## src/rtl/mem_req_pkg.sv

```systemverilog
// Shared types and default constants for the memory requester.
// The wait-counter helper is only used when MEM_REQ_TIMEOUT_EN is defined.
package mem_req_pkg;

    localparam int unsigned DEF_ADDR_LENGTH = 10;
    localparam int unsigned DEF_BLOCK_SIZE  = 32;
    localparam int unsigned DEF_TIMEOUT     = 255;

    typedef enum logic [1:0] {
        IDLE  = 2'd0,
        WRITE = 2'd1,
        READ  = 2'd2,
        DRAIN = 2'd3
    } state_e;

    // Counter only needs to reach max_count-1, so at least one bit.
    function automatic int unsigned cnt_width(input int unsigned max_count);
        return (max_count < 2) ? 1 : $clog2(max_count);
    endfunction

endpackage

```

## src/rtl/mem_req_timeout.sv

```systemverilog
// Saturating READ wait counter; expired marks the TIMEOUT-th cycle spent waiting.
// Compiled only when MEM_REQ_TIMEOUT_EN is defined.
`ifdef MEM_REQ_TIMEOUT_EN
module mem_req_timeout
    import mem_req_pkg::*;
#(
    parameter int unsigned TIMEOUT = DEF_TIMEOUT
) (
    input  logic clk,
    input  logic reset,
    input  logic clear,
    input  logic enable,
    output logic expired
);

    localparam int unsigned W = cnt_width(TIMEOUT);
    localparam logic [W-1:0] LAST = W'(TIMEOUT - 1);

    logic [W-1:0] count_q;
    logic [W-1:0] count_d;

    always_comb begin
        count_d = count_q;
        if (clear) begin
            count_d = '0;
        end else if (enable && (count_q != LAST)) begin
            count_d = count_q + 1'b1;
        end
    end

    always_ff @(posedge clk) begin
        if (reset) begin
            count_q <= '0;
        end else begin
            count_q <= count_d;
        end
    end

    assign expired = (count_q == LAST);

endmodule
`endif

```

## src/rtl/mem_requester.sv

```systemverilog
// Initiator for the main-memory enable/fetch-complete protocol, one request at a time.
// Define MEM_REQ_TIMEOUT_EN to bound the wait for fetch-complete to TIMEOUT cycles.
module mem_requester
    import mem_req_pkg::*;
#(
    parameter int unsigned ADDR_LENGTH = DEF_ADDR_LENGTH,
    parameter int unsigned BLOCK_SIZE  = DEF_BLOCK_SIZE,
    parameter int unsigned TIMEOUT     = DEF_TIMEOUT
) (
    input  logic                   clk,
    input  logic                   reset,
    input  logic                   req_valid,
    output logic                   req_ready,
    input  logic                   req_write,
    input  logic [ADDR_LENGTH-1:0] req_addr,
    input  logic [BLOCK_SIZE-1:0]  req_wdata,
    output logic                   resp_valid,
    output logic [BLOCK_SIZE-1:0]  resp_rdata,
    output logic                   resp_err,
    output logic                   mem_enable,
    output logic                   mem_write,
    output logic [ADDR_LENGTH-1:0] mem_addr,
    output logic [BLOCK_SIZE-1:0]  mem_data_in,
    input  logic [BLOCK_SIZE-1:0]  mem_data_out,
    input  logic                   mem_fetch_complete
);

    // state | meaning
    // IDLE  | ready for a request
    // WRITE | write strobe on the memory for one cycle
    // READ  | enable held until fetch-complete (or timeout)
    // DRAIN | wait for a stale fetch-complete to clear

    state_e                 state_q,       state_d;
    logic                   req_ready_q,   req_ready_d;
    logic                   resp_valid_q,  resp_valid_d;
    logic [BLOCK_SIZE-1:0]  resp_rdata_q,  resp_rdata_d;
    logic                   resp_err_q,    resp_err_d;
    logic                   mem_enable_q,  mem_enable_d;
    logic                   mem_write_q,   mem_write_d;
    logic [ADDR_LENGTH-1:0] mem_addr_q,    mem_addr_d;
    logic [BLOCK_SIZE-1:0]  mem_data_in_q, mem_data_in_d;

    logic accept;
    logic in_read;
    logic timed_out;

    assign accept  = req_valid && req_ready_q;
    assign in_read = (state_q == READ);

`ifdef MEM_REQ_TIMEOUT_EN
    mem_req_timeout #(
        .TIMEOUT (TIMEOUT)
    ) u_timeout (
        .clk     (clk),
        .reset   (reset),
        .clear   (accept),
        .enable  (in_read),
        .expired (timed_out)
    );
`else
    assign timed_out = 1'b0;
`endif

    always_comb begin
        state_d       = state_q;
        req_ready_d   = 1'b0;
        resp_valid_d  = 1'b0;
        resp_err_d    = 1'b0;
        resp_rdata_d  = resp_rdata_q;
        mem_enable_d  = 1'b0;
        mem_write_d   = 1'b0;
        mem_addr_d    = mem_addr_q;
        mem_data_in_d = mem_data_in_q;

        case (state_q)
            IDLE: begin
                if (accept) begin
                    mem_addr_d    = req_addr;
                    mem_data_in_d = req_wdata;
                    if (req_write) begin
                        state_d     = WRITE;
                        mem_write_d = 1'b1;
                    end else begin
                        state_d      = READ;
                        mem_enable_d = 1'b1;
                    end
                end else begin
                    req_ready_d = 1'b1;
                end
            end
            WRITE: begin
                state_d      = IDLE;
                req_ready_d  = 1'b1;
                resp_valid_d = 1'b1;
            end
            READ: begin
                // Completion takes priority over a timeout on the same edge.
                if (mem_fetch_complete) begin
                    state_d      = DRAIN;
                    resp_valid_d = 1'b1;
                    resp_rdata_d = mem_data_out;
                end else if (timed_out) begin
                    state_d      = DRAIN;
                    resp_valid_d = 1'b1;
                    resp_err_d   = 1'b1;
                end else begin
                    mem_enable_d = 1'b1;
                end
            end
            DRAIN: begin
                if (!mem_fetch_complete) begin
                    state_d     = IDLE;
                    req_ready_d = 1'b1;
                end
            end
            default: begin
                state_d = DRAIN;
            end
        endcase
    end

    always_ff @(posedge clk) begin
        if (reset) begin
            state_q       <= DRAIN;
            req_ready_q   <= 1'b0;
            resp_valid_q  <= 1'b0;
            resp_rdata_q  <= '0;
            resp_err_q    <= 1'b0;
            mem_enable_q  <= 1'b0;
            mem_write_q   <= 1'b0;
            mem_addr_q    <= '0;
            mem_data_in_q <= '0;
        end else begin
            state_q       <= state_d;
            req_ready_q   <= req_ready_d;
            resp_valid_q  <= resp_valid_d;
            resp_rdata_q  <= resp_rdata_d;
            resp_err_q    <= resp_err_d;
            mem_enable_q  <= mem_enable_d;
            mem_write_q   <= mem_write_d;
            mem_addr_q    <= mem_addr_d;
            mem_data_in_q <= mem_data_in_d;
        end
    end

    assign req_ready   = req_ready_q;
    assign resp_valid  = resp_valid_q;
    assign resp_rdata  = resp_rdata_q;
    assign resp_err    = resp_err_q;
    assign mem_enable  = mem_enable_q;
    assign mem_write   = mem_write_q;
    assign mem_addr    = mem_addr_q;
    assign mem_data_in = mem_data_in_q;

    timeout_param_ok: assert property (@(posedge clk) TIMEOUT >= 1);

    enable_write_exclusive: assert property (@(posedge clk) disable iff (reset)
        !(mem_enable_q && mem_write_q));

    // A completion flag while idle or writing means the memory broke protocol.
    no_stray_completion: assert property (@(posedge clk) disable iff (reset)
        ((state_q == IDLE) || (state_q == WRITE)) |-> !mem_fetch_complete);

endmodule

```

## config.mk

```make
export PLATFORM = sky130hd
export DESIGN_NAME = mem_requester
export DESIGN_NICKNAME = d
export VERILOG_FILES = /design/src/rtl/mem_req_pkg.sv /design/src/rtl/mem_req_timeout.sv /design/src/rtl/mem_requester.sv
export SDC_FILE = /design/constraint.sdc
export NUM_CORES = 1
export LEC_CHECK = 0
export CORE_MARGIN = 5
export CORE_UTILIZATION = 40
export DETAILED_ROUTE_END_ITERATION = 8
export PLACE_DENSITY = 0.82
export SLEW_MARGIN = 20
export SYNTH_ARGS = -nofsm -noshare
export SYNTH_HDL_FRONTEND = slang
export SYNTH_SLANG_ARGS = --single-unit
```

## constraint.sdc

```tcl
create_clock -name clk -period 4.45 [get_ports clk]
set_clock_uncertainty 0.2 [all_clocks]
set_input_delay 0.445 -clock clk [delete_from_list [all_inputs] [get_ports clk]]
set_output_delay 0.445 -clock clk [all_outputs]
set_load 0.01 [all_outputs]
```

==> metrics.txt, run 1 <==
Post-Syn Area per Cell=8.133 um2; worst-path fanout max=32; outcome=completed; Via density=4.692; worst hold path depth=2; type of the worst setup path=register to register; register bit total from synthesis=80; Clock transition at path regs=0.08 ns; total CTS buffers=9; share of layout cells above drive strength 1=4.322%; commonest non-fill, non-tap cell in the layout=clkdlybuf4s50_1; TritonCTS clock tree=yes; worst min-delay path category=register to register; DP Worst Slack=1.897 ns; crit path DAT=2.20 ns; gpl congestion=0.7840; fin. max-slew vios=0; YS warnings=0; Seq/Total Area, Yosys=54.70%; Total Nets Final=589; Sink Count=80; Worst-Skew Late Latency=0.34 ns; worst vdd ir=271.0 uV; Slowest-stage cell, CP=nand2_1; drt first pass iters=4; hold bufs inserted after CTS=0; Setup TNS Final=0 ns; IO Count=158; root buf cell=clkbuf_8; Starting Density=40.80%; GRT overflow=0; Slew @ Worst Pin=1.040 ns; Worst EP required=4.53 ns; CTS H-tree depth=3; Chip Height=95.56 um; RSZ-0062 raised after global routing=false; total global-route track usage=18.11%; row cnt=31; Netlist cell types=21; Syn Nets=445; Tcrit/Tclk final=47.72%; global-route wire length before repair=12830 um; Placed Area=4458 um2; FILL cells=604; non-filler instance count after layout=608; Post-Syn Instances=360; initial antenna violation count=0; Worst path most repeated cell=nand2_1; DRC=0; LEAKAGE=1.624 nW; post-CTS setup buffer count=0; number of global-route vias before repair=2794; 1st-iter DRT viols=70; min cycle time layout=2.124 ns; Max Clock Freq=470.9 MHz; Hold Vio Cnt, Final=0; Setup-failing EPs final=0; post-route cell area=4653 um2; Synth Cell Area=2928 um2; pwr/cell area=373.2 nW/um2; # port buffers=156; Area Overhead vs Synth=58.93%; max_cap viols=0; overall die area=9131 um2; largest net degree at the start of global routing=44; Worst slew margin=30.53%; reg2reg path depth=5; Critical Path Start Type=register; Final Util=64.85%; placed wire-length estimate=6029 um; Core Area=7176 um2; ant diodes=0; Final ANT Viol Nets=0; Post-Place Cells=592; post-cts sizing count=0; routed vias=2853; fin worst setup slack=2.326 ns; final wirelength=8309 um; routed length per instance=13.67 um; Cell Chain, Critical Path=inv_1 -> ha_1 -> nand2_1 -> nand2_1 -> a21oi_1; most frequent cells in the layout=clkdlybuf4s50_1 (155), nand2_1 (150), dfxtp_1 (80), a21oi_1 (75), clkbuf_8 (9); clk buf depth=2; Chip Width=95.56 um; crit path capture type=register; CP max stage delay=0.77 ns
[layout make-up]
class | instances | area [um2] | share of cell area (%)
sequential | 80 | 1602 | 34.42
timing repair buffer | 159 | 1579 | 33.93
multi-input combinational | 250 | 1140 | 24.50
clock buffer | 9 | 123.9 | 2.662
tap | 99 | 123.9 | 2.662
clock inverter | 7 | 70.07 | 1.506
inverter | 4 | 15.01 | 0.3227
[cell families after synthesis]
family,Yosys count,synth area share [%]
adders and majority gates,6,2.564
DFF,80,54.70
buffers and inverters,30,6.410
other,1,0.1281
and+or+nand+nor,162,21.37
muxes,2,0.6838
AOI/OAI and AO/OA,79,14.15
[flip-flops by register name (all words and copies together) (netlist names)]
name and cells:
mem_write 1, req_ready 1, resp_valid 1, mem_enable 1, resp_rdata 32, state_q 2
mem_data_in 32, mem_addr 10
[synth_stat cells]
| cell | instances | share of area, % |
|---|---|---|
| nand3_1 | 1 | 0.17 |
| mux2i_1 | 2 | 0.68 |
| nor2b_1 | 2 | 0.43 |
| buf_6 | 7 | 2.7 |
| a21oi_1 | 75 | 13 |
| buf_2 | 9 | 1.5 |
| a221oi_1 | 1 | 0.30 |
| nor3b_1 | 1 | 0.26 |
| ha_1 | 6 | 2.6 |
| conb_1 | 1 | 0.13 |
| inv_1 | 4 | 0.51 |
| a211oi_1 | 2 | 0.51 |
| buf_4 | 3 | 0.77 |
| a221oi_2 | 1 | 0.51 |
| nor2_1 | 4 | 0.51 |
| and2_1 | 1 | 0.21 |
| nor3_1 | 2 | 0.34 |
| nand2_1 | 150 | 19 |
| dfxtp_1 | 80 | 55 |
| clkbuf_1 | 7 | 0.90 |
| and3_1 | 1 | 0.21 |
[through the flow]
stage          hold WS (ns)  power (W)
2_1_floorplan        0.2805   0.001039
3_3_place_gp         0.2410   0.001220
3_5_place_dp         0.2460   0.001233
4_1_cts              0.2570   0.001759
5_1_grt              0.2696   0.001838
6_report             0.2550   0.001737
[metal layers]
metal,wire [um],GRT usage [%]
met5,0,0
met4,277,9.834
met3,862,8.051
met2,3848,29.36
met1,3320,19.75
[path summary, 6_finish.rpt]
check	from	end	slack, ns
worst max-delay path	state_q[0]	resp_rdata[7]	2.33
worst min-delay path	resp_rdata[0]	resp_rdata[0]	0.26
worst max register to register	state_q[0]	resp_rdata[7]	2.33
worst min register to register	resp_rdata[0]	resp_rdata[0]	0.26
[report_power, final]
part	leakage (nW)	switching, W	internal, W
logic	0.877	0.000190	0.000212
clock network	0.0994	0.000266	0.000259
registers	0.647	0.0000352	0.000774
[worst max-delay path, delay by kind of cell, from the launching register on]
family | cells | cell delay (ns)
AOI/OAI and AO/OA | 1 | 0.17
adders and majority gates | 1 | 0.24
buffers and inverters | 1 | 0.12
DFF | 1 | 0.40
and+or+nand+nor | 2 | 0.92
Power figures use the tool's default switching activity.
==> run 2: changes to the inputs <==
--- a/config.mk
+++ b/config.mk
@@ -6,9 +6,9 @@
 export NUM_CORES = 1
 export LEC_CHECK = 0
 export CORE_MARGIN = 5
-export CORE_UTILIZATION = 40
+export CORE_UTILIZATION = 35
 export DETAILED_ROUTE_END_ITERATION = 8
-export PLACE_DENSITY = 0.82
+export PLACE_DENSITY = 0.76
 export SLEW_MARGIN = 20
 export SYNTH_ARGS = -nofsm -noshare
 export SYNTH_HDL_FRONTEND = slang
==> constraint.sdc (replaced) <==
create_clock -name clk -period 1.8 [get_ports clk]
set_clock_uncertainty 0.2 [all_clocks]
set_input_delay 0.18 -clock clk [delete_from_list [all_inputs] [get_ports clk]]
set_output_delay 0.18 -clock clk [all_outputs]
set_load 0.01 [all_outputs]
==> run 2 against run 1 <==
Register-to-register slack got worse by 2.2 ns. Non-clock buffer count rose by 7. Critical path depth fell by 4. Final area rose by 3.5%. Via count fell by 0.21%. Sequential power rose by 150%. Utilization fell by 5.9 points. Highest routed layer unchanged. Critical path type is now register to output port. Cell count rose by 2.1%. Sequential share of layout area fell by 1.1 points.
==> metrics.txt, run 2 (synthesis results as in run 1) <==
CTS H-tree depth=3 (unchanged); initial antenna violation count=0 (unchanged); Worst EP required=1.42 ns (-3.11 ns); row cnt=33 (+6.5%); worst vdd ir=569.8 uV (+110%); drt first pass iters=4 (unchanged); number of global-route vias before repair=2844 (+1.8%); outcome=completed; total CTS buffers=9 (unchanged); root buf cell=clkbuf_8; Critical Path Start Type=register; crit path capture type=output port; global-route wire length before repair=13030 um (+1.5%); IO Count=158 (unchanged); commonest non-fill, non-tap cell in the layout=clkdlybuf4s50_1; Core Area=8175 um2 (+14%); Hold Vio Cnt, Final=0 (unchanged); RSZ-0062 raised after global routing=false; Setup TNS Final=0 ns (unchanged); Max Clock Freq=597.7 MHz; GRT overflow=0 (unchanged); placed wire-length estimate=6312 um (+4.7%); Area Overhead vs Synth=64.53%; Critical Path Start=req_ready; FILL cells=757 (+25%); type of the worst setup path=register to output port; LEAKAGE=1.696 nW (+4.4%); Starting Density=35.81% (-5.0 points); routed vias=2847 (-0.21%); share of layout cells above drive strength 1=5.426% (+1.1 points); 1st-iter DRT viols=39 (-44%); Chip Height=101.5 um (+6.2%); Cell Chain, Critical Path=clkdlybuf4s50_1; DRC=0 (unchanged); worst reg2reg startpoint=state_q[0]; pwr/cell area=967.1 nW/um2 (+160%); met2 Use GR=27.01% (-2.3 points); Tcrit/Tclk final=92.95%; Final ANT Viol Nets=0 (unchanged); Clock transition at path regs=0.09 ns (about the same); r2r setup slk=0.14 ns (-2.19 ns); Slowest-stage cell, CP=clkdlybuf4s50_1; # port buffers=156 (unchanged); worst reg2reg endpoint=state_q[0]; Power Total=0.004659 W (+170%); fin worst setup slack=0.1270 ns (-2.199 ns); hold path startpoint=reset; family with the most delay on the worst path=buffers and inverters; total global-route track usage=15.80% (-2.3 points); worst hold path depth=2 (unchanged); CP max stage delay=0.59 ns (-0.18 ns); worst-path fanout max=4 (-88%); Chip Width=101.5 um (+6.2%); Worst-Skew Late Latency=0.33 ns (about the same); hold bufs inserted after CTS=0 (unchanged); min cycle time layout=1.673 ns; gpl congestion=0.8281 (+5.6%); DP Worst Slack=0.09709 ns (-1.800 ns); final wirelength=8358 um (+0.59%); Sink Count=80 (unchanged); crit path DAT=1.29 ns (-0.91 ns); TritonCTS clock tree=yes; worst min-delay path category=input port to register; met1 Track Usage GR=18.22% (-1.5 points); max_cap viols=0 (unchanged); largest net degree at the start of global routing=44 (unchanged); Hold Crit Endpoint=resp_rdata[24]; GR peak layer=met2; Buf/Inv on CP=1 (unchanged); ant diodes=0 (unchanged); reg2reg path depth=5 (unchanged); Via density=4.585 (-2.3%); clk buf depth=2 (unchanged); Global Route met3 Usage=5.785% (-2.3 points); routed length per instance=13.46 um (-1.5%); Total Nets Final=596 (+1.2%); Final Util=58.92% (-5.9 points); Setup-failing EPs final=0 (unchanged); fin. max-slew vios=0 (unchanged); most frequent cells in the layout=clkdlybuf4s50_1 (155), nand2_1 (150), dfxtp_1 (79), a21oi_1 (75), clkbuf_8 (9); overall die area=10290 um2 (+13%)
==> run 2: report_power, final <==
group / switching, W / internal (W)
logic: 0.000501 / 0.000585
registers: 0.0000762 / 0.00192
clock network: 0.000648 / 0.000932
==> run 2: worst max path at each step <==
stage	endpoint	slack (ns)	cells past startpoint
after floorplan	mem_addr[0]	0.23	7
after global placement	state_q[0]	0.17	5
after detailed placement	mem_data_in[14]	0.1	6
after CTS	state_q[0]	0.09	5
after global routing	state_q[0]	0.02	5
final	req_ready	0.13	1
==> run 2: area by class of cell <==
class	instances	area (um2)	area share (%)
Clock inverter	6	116.4	2.416
Multi-Input combinational cell	250	1139	23.64
Inverter	4	15.01	0.3117
Tap cell	105	131.4	2.727
Timing Repair Buffer	166	1685	34.99
Sequential cell	80	1603	33.27
Clock buffer	10	127.6	2.649
==> run 2: stage by stage <==
stage / cells / instance area (um2) / hold WS [ns]
after detailed placement: 605 / 4568 / 0.2471
after floorplan: 360 / 2928 / 0.1160
after CTS: 621 / 4812 / 0.09165
final: 621 / 4817 / 0.1082
after global routing: 621 / 4817 / 0.1155
after global placement: 605 / 4568 / 0.2411
==> run 2: metal layers <==
metal  share of wire (%)  vias to the layer above
met4                 1.0                        0
met3                  10                        9
li1                    -                     1454
met5                   0                        -
met2                  48                      109
met1                  41                     1275
==> run 2: what timing repair did <==
action | in CTS | in global routing
buffers inserted | 0 | 0
setup endpoints to repair | 0 | 7
gates resized for setup | 0 | 2
==> run 3: changes to the inputs <==
--- a/config.mk
+++ b/config.mk
@@ -9,6 +9,7 @@
 export CORE_UTILIZATION = 35
 export DETAILED_ROUTE_END_ITERATION = 8
 export PLACE_DENSITY = 0.76
+export RECOVER_POWER = 25
 export SLEW_MARGIN = 20
 export SYNTH_ARGS = -nofsm -noshare
 export SYNTH_HDL_FRONTEND = slang
==> constraint.sdc (replaced) <==
create_clock -name clk -period 1.5 [get_ports clk]
set_clock_uncertainty 0.2 [all_clocks]
set_input_delay 0.15 -clock clk [delete_from_list [all_inputs] [get_ports clk]]
set_output_delay 0.15 -clock clk [all_outputs]
set_load 0.01 [all_outputs]
==> run 3 against run 2 <==
The run now ends with negative setup slack left. Non-clock buffer count rose by 11. Register-to-register slack got worse by 0.15 ns. Die area did not move. Global-route usage rose by 0.29 points. Power rose by 16%.
==> metrics.txt, run 3 (synthesis results as in run 1) <==
outcome=finished, violations left; failing checks=negative setup slack; non-filler instance count after layout=632 (+1.8%); GRT overflow=0 (unchanged); clk buf depth=2 (unchanged); DRC=0 (unchanged); placed wire-length estimate=6367 um (+0.87%); Power Total=0.005408 W (+16%); worst vdd ir=629.7 uV (+11%); Critical Path Start Type=register; 1st-iter DRT viols=64 (+64%); overall die area=10290 um2 (unchanged); fin worst setup slack=-0.006446 ns (-0.1334 ns); commonest non-fill, non-tap cell in the layout=nand2_1; total global-route track usage=16.09% (+0.29 points); crit path DAT=1.56 ns (+0.27 ns); Sink Count=80 (unchanged); Max Clock Freq=663.8 MHz; worst min-delay path category=input port to register; Tcrit/Tclk final=100.4%; Slowest-stage cell, CP=dfxtp_4; Hold Vio Cnt, Final=0 (unchanged); routed vias=2903 (+2.0%); FILL cells=752 (-0.66%); Post-Place Cells=613 (+1.3%); IO Count=158 (unchanged); Chip Width=101.5 um (unchanged); area of the multi-input gates=1202 um2 (+5.6%); Seq pwr share=44.6% (+1.8 points); hold path startpoint=reset; sw frac=28.51% (+2.2 points); sw power=0.001542 W (+26%); max_cap viols=0 (unchanged); Core Area=8175 um2 (unchanged); largest net degree at the start of global routing=33 (-25%); initial antenna violation count=0 (unchanged); worst reg2reg startpoint=state_q[1]; TritonCTS clock tree=yes; Total Nets Final=607 (+1.8%); Critical Path Start=state_q[1]; Starting Density=35.81% (unchanged); share of layout cells above drive strength 1=9.108% (+3.7 points); gpl congestion=0.7741 (-6.5%); root buf cell=clkbuf_8; Clk pwr share=28.0% (-5.9 points); register area=1607 um2 (+0.23%); Setup-failing EPs final=1 (+1); worst hold slack=0.01619 ns (-0.09197 ns); # port buffers=156 (unchanged); Cell Chain, Critical Path=buf_6 -> ha_4 -> a221oi_4 -> mux2i_1; row cnt=33 (unchanged); min cycle time layout=1.506 ns; Chip Height=101.5 um (unchanged); drt first pass iters=4 (unchanged); Via density=4.593 (+0.19%); global-route wire length before repair=13250 um (+1.7%); routed length per instance=13.59 um (+0.94%); CTS H-tree depth=3 (unchanged); ant diodes=0 (unchanged); type of the worst setup path=register to register; RSZ-0062 raised after global routing=true; Final ANT Viol Nets=0 (unchanged); crit path capture type=register; hold bufs inserted after CTS=0 (unchanged); Pint=0.003866 W (+13%); CP max stage delay=0.37 ns (-0.22 ns); most frequent cells in the layout=nand2_1 (150), dfxtp_1 (78), dlygate4sd2_1 (78), clkdlybuf4s50_1 (77), a21oi_1 (75); fin. max-slew vios=0 (unchanged); total CTS buffers=9 (unchanged); combinational share of power=27.4% (+4.1 points); Clock transition at path regs=0.07 ns (-0.02 ns); worst-path fanout max=3 (-1); final wirelength=8586 um (+2.7%); Area Overhead vs Synth=65.68%; LEAKAGE=2.100 nW (+24%); Final Util=59.34% (+0.41 points); Worst EP required=1.55 ns (+0.13 ns); number of global-route vias before repair=2773 (-2.5%); pwr/cell area=1115 nW/um2 (+15%); Worst-Skew Late Latency=0.34 ns (about the same)
[run 3: cell count changes in the layout (fill, tap and decap cells not counted), sizes merged]
cell,before,now
clkdlybuf4s50,155,77
bufinv,3,1
inv,5,4
clkinv,2,3
clkinvlp,0,2
dlygate4sd2,0,78
buf,11,21
clkbuf,10,11
[run 3: final cells by class]
class / count / share of cell area [%]
clock inverter: 6 / 1.238
clock buffer: 10 / 2.631
multi-input combinational: 250 / 24.79
timing repair buffer: 177 / 35.10
sequential: 80 / 33.12
tap: 105 / 2.708
inverter: 4 / 0.4127
[run 3: final timing paths]
check | end | slack [ns] | depth (start not counted)
setup / recovery | state_q[1] | -0.006 | 4
hold / removal | resp_rdata[14] | 0.02 | 2
setup reg to reg | state_q[1] | -0.006 | 4
hold reg to reg | resp_rdata[21] | 0.25 | 2
[run 3: timing repair]
action,4_1_cts,5_1_grt
gates cloned,0,1
setup buffers,1,1
gates resized for setup,95,4
setup endpoints to repair,118,50
pin swaps,2,0
[run 3: routing by layer]
layer	GRT usage, %	vias up	part of all wire, %
met5	0	-	0
met3	6.336	7	10
li1	-	1477	-
met1	18.99	1316	40
met4	4.703	0	0.84
met2	27.06	103	49
[run 3: metrics by stage]
step	TNS (ns)	instance area, um2	setup WS (ns)
2_1_floorplan	0	2933	0.02778
3_3_place_gp	-2.972	4633	-0.09090
3_5_place_dp	-5.896	4633	-0.1440
4_1_cts	0	4808	0.0008947
5_1_grt	-0.5189	4851	-0.05741
6_report	-0.006446	4851	-0.006446
[run 3: power groups by stage]
| stage | clock network, W | registers [W] | logic, W |
|---|---|---|---|
| 6_report | 0.00152 | 0.00241 | 0.00148 |
| 5_1_grt | 0.00170 | 0.00244 | 0.00162 |
| 4_1_cts | 0.00156 | 0.00241 | 0.00144 |
| 3_5_place_dp | 0 | 0.00244 | 0.00138 |
| 3_3_place_gp | 0 | 0.00243 | 0.00135 |
| 2_1_floorplan | 0 | 0.00252 | 0.000575 |
[run 3: critical path, delay by kind of cell, from the launching register on]
kind / cells / cell delay (ns)
flip-flops: 1 / 0.37
AO/OA/AOI/OAI: 1 / 0.33
buffers and inverters: 1 / 0.12
adder cells (fa/ha/maj): 1 / 0.16
multiplexers: 1 / 0.24
